`src/rtl/tt_proj_mux_ctrl.sv`:
```
// tt_proj_mux_ctrl: project-select controller for the shared pad bundle
//   sel_valid/sel_ready/sel_addr : select request handshake (addr >= NUM_PROJ deselects all)
//   cur_addr                     : last accepted address
//   active/running               : a project is enabled / out of reset
//   proj_ena                     : registered one-hot ena per wrapper
//   iw_in/iw_out                 : pad bundle {uio_in, ui_in, rst_n, clk}, rst_n gated by running
//   ow_in/ow_out                 : concatenated wrapper outputs, selected {uio_oe, uio_out, uo_out}
module tt_proj_mux_ctrl #(
  parameter int NUM_PROJ     = 16,
  parameter int ADDR_W       = 4,
  parameter int GUARD_CYCLES = 2,
  parameter int RST_CYCLES   = 8
) (
  input  logic                     clk,
  input  logic                     rst_n,
  input  logic                     sel_valid,
  output logic                     sel_ready,
  input  logic [ADDR_W-1:0]        sel_addr,
  output logic [ADDR_W-1:0]        cur_addr,
  output logic                     active,
  output logic                     running,
  output logic [NUM_PROJ-1:0]      proj_ena,
  input  logic [17:0]              iw_in,
  output logic [17:0]              iw_out,
  input  logic [24*NUM_PROJ-1:0]   ow_in,
  output logic [23:0]              ow_out
);
  localparam int CW = $clog2((GUARD_CYCLES > RST_CYCLES ? GUARD_CYCLES : RST_CYCLES) + 1);
  typedef enum logic [1:0] {IDLE, DRAIN, RESET, RUN} state_t;
  state_t state, state_nx;
  logic [CW-1:0] cnt, cnt_nx;
  logic [ADDR_W-1:0] addr_nx;
  logic [NUM_PROJ-1:0] ena_nx;
  logic in_range;
  assign in_range  = 32'(cur_addr) < NUM_PROJ;
  assign sel_ready = state == IDLE || state == RUN;
  assign active    = state == RESET || state == RUN;
  assign running   = state == RUN;
  assign iw_out    = {iw_in[17:2], iw_in[1] & running, iw_in[0]};
  always_comb begin
    state_nx = state;
    cnt_nx   = cnt;
    addr_nx  = cur_addr;
    case (state)
      IDLE, RUN: if (sel_valid) begin
        addr_nx  = sel_addr;
        state_nx = DRAIN;
        cnt_nx   = CW'(GUARD_CYCLES - 1);
      end
      DRAIN: if (cnt == '0) begin
        state_nx = in_range ? RESET : IDLE;
        cnt_nx   = in_range ? CW'(RST_CYCLES - 1) : '0;
      end else cnt_nx = cnt - CW'(1);
      RESET: if (cnt == '0) state_nx = RUN;
        else cnt_nx = cnt - CW'(1);
      default: ;
    endcase
    // ena is registered from the next state so it drops on the accept edge itself
    ena_nx = (state_nx == RESET || state_nx == RUN) ? NUM_PROJ'(1) << addr_nx : '0;
  end
  always_ff @(posedge clk) begin
    if (!rst_n) begin
      state    <= IDLE;
      cnt      <= '0;
      cur_addr <= '0;
      proj_ena <= '0;
    end else begin
      state    <= state_nx;
      cnt      <= cnt_nx;
      cur_addr <= addr_nx;
      proj_ena <= ena_nx;
    end
  end
  // compare against in-range constants only, so an out-of-range address never indexes ow_in
  always_comb begin
    ow_out = '0;
    for (int i = 0; i < NUM_PROJ; i++)
      if (active && cur_addr == ADDR_W'(i)) ow_out = ow_in[24*i +: 24];
  end
endmodule
```
`config.mk`:
```
export PLATFORM = sky130hd
export DESIGN_NAME = tt_proj_mux_ctrl
export DESIGN_NICKNAME = d
export VERILOG_FILES = /design/src/rtl/tt_proj_mux_ctrl.sv
export SDC_FILE = /design/constraint.sdc
export NUM_CORES = 1
export LEC_CHECK = 0
export BUFFER_PORTS_ARGS = -buffer_cell sky130_fd_sc_hd__buf_2
export CAP_MARGIN = 20
export CORE_AREA = 2 2 184 186
export DETAILED_ROUTE_END_ITERATION = 8
export DIE_AREA = 0 0 186 188
export GPL_ROUTABILITY_DRIVEN = 1
export HOLD_SLACK_MARGIN = 0.15
export SYNTH_ARGS = -nofsm -noshare
export SYNTH_HDL_FRONTEND = slang
export SYNTH_SLANG_ARGS = --single-unit
export TNS_END_PERCENT = 30
```
`constraint.sdc`:
```
create_clock -name clk -period 2.9 [get_ports clk]
set_input_delay 0.435 -clock clk [delete_from_list [all_inputs] [get_ports clk]]
set_output_delay 0.435 -clock clk [all_outputs]
set_load 0.01 [all_outputs]
```
==> impl_metrics.xml <==
<?xml version="1.0" encoding="UTF-8"?>
<metrics>
  <group name="min_path">
    <metric name="hold_depth" unit="">3</metric>
    <metric name="holdCritPathClass" unit="">input pin to register</metric>
    <metric name="hold_path.startpoint" unit="">sel_addr[3]</metric>
    <metric name="worst_hold_path.endpoint" unit="">cur_addr[3]$_SDFF_PN0_</metric>
  </group>
  <group name="power">
    <metric name="pwr_density_cell" unit="mW/mm^2">477.2</metric>
    <metric name="irDropWorstVdd" unit="mV">0.4514</metric>
    <metric name="report.power.total" unit="mW">4.264</metric>
    <metric name="power.static_leakage" unit="nW">3.947</metric>
  </group>
  <group name="placed_design">
    <metric name="dp.cells" unit="">1538</metric>
    <metric name="dpl.hpwl" unit="mm">29.56</metric>
    <metric name="dpl-instance-area" unit="sq mm">0.007996</metric>
    <metric name="port_bufs" unit="">439</metric>
    <metric name="gp_congestion" unit="">0.8806</metric>
  </group>
  <group name="sta">
    <metric name="final.period_utilization" unit="%">98.67</metric>
    <metric name="final_hold_viol_count" unit="">0</metric>
    <metric name="fmax" unit="MHz">349.5</metric>
    <metric name="finalHoldWorstSlack" unit="ns">0.4621</metric>
    <metric name="worstMarginPinSlew" unit="ns">0.7960</metric>
    <metric name="worst_slew_margin_rel" unit="%">46.76</metric>
    <metric name="final.setup_skew" unit="ns">0.003497</metric>
    <metric name="fin_tns_setup" unit="ns">0</metric>
    <metric name="fin_crit_period" unit="ns">2.862</metric>
    <metric name="grt_setup_unrepaired" unit="">true</metric>
    <metric name="setup-violations-final" unit="">0</metric>
    <metric name="report.final.slew_viol_count" unit="">0</metric>
  </group>
  <group name="synth">
    <metric name="ys_top_cells_by_area" unit="">mux2i_1, dfxtp_1, mux4_2</metric>
    <metric name="post_synth_inst_count" unit="">683</metric>
    <metric name="mean_instance_size_in_the_synthesized_netlist" unit="sq um">7.663</metric>
    <metric name="synth_seq_cells" unit="">26</metric>
    <metric name="synth.top_cell.area_share" unit="%">10.71</metric>
    <metric name="yosys_most_used_dff" unit="">dfxtp_1</metric>
    <metric name="synth-async-reset-ratio" unit="%">0</metric>
    <metric name="yosysUniqueCellTypes" unit="">66</metric>
    <metric name="most_numerous_cell_types_in_the_synthesized_netlist" unit="">a21oi_1, mux2i_1, o21ai_0</metric>
    <metric name="ys_warn_count" unit="">0</metric>
    <metric name="yosysSeqAreaShare" unit="%">9.945</metric>
    <metric name="number_of_flops_mapped_to_enable_cells_by_yosys" unit="">0</metric>
    <metric name="synth_largest_area_cell" unit="">mux2i_1</metric>
    <metric name="synthMostInstantiatedCell" unit="">a21oi_1</metric>
    <metric name="netlist_area" unit="sq mm">0.005234</metric>
    <metric name="synth_nets" unit="">1097</metric>
  </group>
  <group name="die">
    <metric name="fp-row-count" unit="">67</metric>
    <metric name="die_width" unit="um">186</metric>
    <metric name="floorplan.die.height" unit="um">188</metric>
    <metric name="start_util" unit="%">15.81</metric>
    <metric name="die-area" unit="sq mm">0.03497</metric>
    <metric name="io-pin-count" unit="">474</metric>
    <metric name="placeableCoreArea" unit="sq mm">0.03311</metric>
  </group>
  <group name="clocking">
    <metric name="clk_root_buffer_cell" unit="">clkbuf_16</metric>
    <metric name="clock-sinks" unit="">26</metric>
    <metric name="clkLatencyLatePin" unit="ns">0.26</metric>
    <metric name="h-tree-depth" unit="">1</metric>
    <metric name="clk_pin_slew_worst_paths" unit="ns">0.07</metric>
    <metric name="cts_tree" unit="">yes</metric>
    <metric name="cts-buffers-inserted" unit="">3</metric>
    <metric name="cts_max_path_buffers" unit="">2</metric>
  </group>
  <group name="route">
    <metric name="drt_first_iter_violations" unit="">531</metric>
    <metric name="drt-pass1-iter-count" unit="">5</metric>
    <metric name="antenna_left" unit="">0</metric>
    <metric name="routedWlPerCell" unit="um">23.12</metric>
    <metric name="drc" unit="">0</metric>
    <metric name="finalWirelength" unit="mm">36.49</metric>
    <metric name="num_vias" unit="">7745</metric>
    <metric name="routed_vias_inst" unit="">4.908</metric>
  </group>
  <group name="layout">
    <metric name="postLayoutCellArea" unit="sq mm">0.008935</metric>
    <metric name="layout_nets" unit="">1533</metric>
    <metric name="layout-drive-gt1-share" unit="%">57.33</metric>
    <metric name="area_growth_syn_to_layout" unit="%">70.71</metric>
    <metric name="post_layout_nonfiller_instances" unit="">1578</metric>
  </group>
  <group name="global_routing">
    <metric name="grt_pass1_wl" unit="mm">47.56</metric>
    <metric name="grtUsageTotal" unit="%">18.68</metric>
    <metric name="grt_antenna_before_repair" unit="">18</metric>
    <metric name="vias_in_the_first_global_route" unit="">7139</metric>
    <metric name="grt_start_max_net_pins" unit="">58</metric>
    <metric name="global_route.overflow_total" unit="">0</metric>
  </group>
  <group name="critical_path">
    <metric name="critPathKind" unit="">register to output port</metric>
    <metric name="critical_path.reg2reg.endpoint" unit="">proj_ena[1]$_SDFF_PP0_</metric>
    <metric name="reg2reg_slack" unit="ns">0.91</metric>
    <metric name="timing.critical_path.to_type" unit="">output port</metric>
    <metric name="setup.worst_path.start_class" unit="">register</metric>
    <metric name="critical_path_required" unit="ns">2.47</metric>
    <metric name="arrival" unit="ns">2.43</metric>
    <metric name="worst_r2r_path_depth" unit="">7</metric>
    <metric name="crit-reg2reg-launch" unit="">cnt[0]$_SDFFE_PN0P_</metric>
    <metric name="max_stage_delay" unit="ns">0.37</metric>
    <metric name="critical-path-slowest-cell" unit="">dfxtp_4</metric>
    <metric name="list_of_cells_traversed_by_the_critical_path" unit="">inv_4, ha_4, nor2_4, buf_8, buf_12, nor3_4, buf_6, o21ai_4, a211oi_2, buf_4, o32a_1, buf_2</metric>
    <metric name="worst-path-max-fanout" unit="">7</metric>
  </group>
  <group name="job">
    <metric name="maxCapViolCount" unit="">0</metric>
  </group>
  <group name="run_status">
    <metric name="status" unit="">finished clean</metric>
  </group>
</metrics>
## power by group
group          leakage [nW]  switching [mW]  internal, mW  total (mW)
clock network        0.0494           0.128         0.240       0.368
registers             0.213          0.0650         0.414       0.479
logic                  3.68            1.86          1.55        3.42
## how the worst max path moves through the flow
stage          slack [ns]                    from          to
2_1_floorplan        0.45     state[0]$_SDFF_PN0_  ow_out[19]
3_3_place_gp        -0.19     state[0]$_SDFF_PN0_   ow_out[5]
3_5_place_dp        -0.20     state[0]$_SDFF_PN0_   ow_out[5]
4_1_cts             -0.01  cur_addr[0]$_SDFF_PN0_  ow_out[16]
5_1_grt             -0.03     state[0]$_SDFF_PN0_  ow_out[14]
6_report             0.04     state[0]$_SDFF_PN0_  ow_out[17]
## placed cells by master (no fill, tap or decap), types with 7 or more instances in the layout
cell	n
clkbuf_16	9
or2_2	11
a22o_1	12
and3_1	13
a221oi_2	7
o221ai_1	15
nor2_1	42
nand2b_1	12
buf_2	440
nand2_1	27
mux4_2	21
a211oi_2	10
and3_4	7
o21ai_0	48
a21oi_1	61
buf_6	12
a221oi_1	13
nor2b_1	14
o2bb2ai_1	13
buf_12	7
dfxtp_1	22
a22oi_1	14
mux2_2	9
nand3_1	8
diode_2	12
mux2i_1	55
buf_4	51
o211ai_1	12
nor3_1	12
inv_1	12
## timing repair
action / CTS / global route
endpoints found under the setup margin: 23 / 24
pin swaps: 3 / 36
setup buffers: 5 / 14
gates cloned: 1 / 5
resized for setup: 41 / 75
hold buffers: 0 / 0
## worst max-delay path: cells and delay by family (launching register included)
kind	cells	cell delay [ns]
flops	1	0.37
simple gates	2	0.36
compound gates	3	0.46
fa+ha+maj	1	0.13
buf+inv	6	0.82
## logic make-up (layout without fill, tap and decap cells)
| group | Yosys count | in the layout | synth area share [%] |
|---|---|---|---|
| fa+ha+maj | 5 | 5 | 1.195 |
| compound gates | 281 | 281 | 37.68 |
| simple gates | 183 | 183 | 18.12 |
| flops | 26 | 26 | 9.945 |
| mux | 87 | 87 | 22.33 |
| buf+inv | 101 | 536 | 10.73 |
| other cells | 0 | 12 | 0 |
## metrics by stage
stage	setup slack, ns	utilization [%]
global route	-0.03255	26.95
global placement	-0.1877	24.15
floorplan	0.4460	-
finish	0.03844	26.98
CTS	-0.01289	25.19
detailed placement	-0.1995	24.15
## sequential cells by signal (all words and copies together), names as in the netlist
register,flops
cnt,4
cur_addr,4
state,2
proj_ena,16
## layer usage
layer / routed length (um) / global-route usage (%)
met1: 15350 / 24.53
met2: 17110 / 30.43
met3: 3244 / 4.875
met4: 711 / 4.300
met5: 69 / 0
## layout make-up
type                            instances  area, sq um
Timing Repair Buffer                  519         3070
Clock buffer                            4        100.1
Sequential cell                        26        533.0
Tap cell                              448        560.5
Fill cell                            3678        24180
Multi-Input combinational cell        556         4589
Antenna cell                           12        30.03
Inverter                               13        51.30
No activity file was read; power rests on OpenSTA's default activity.
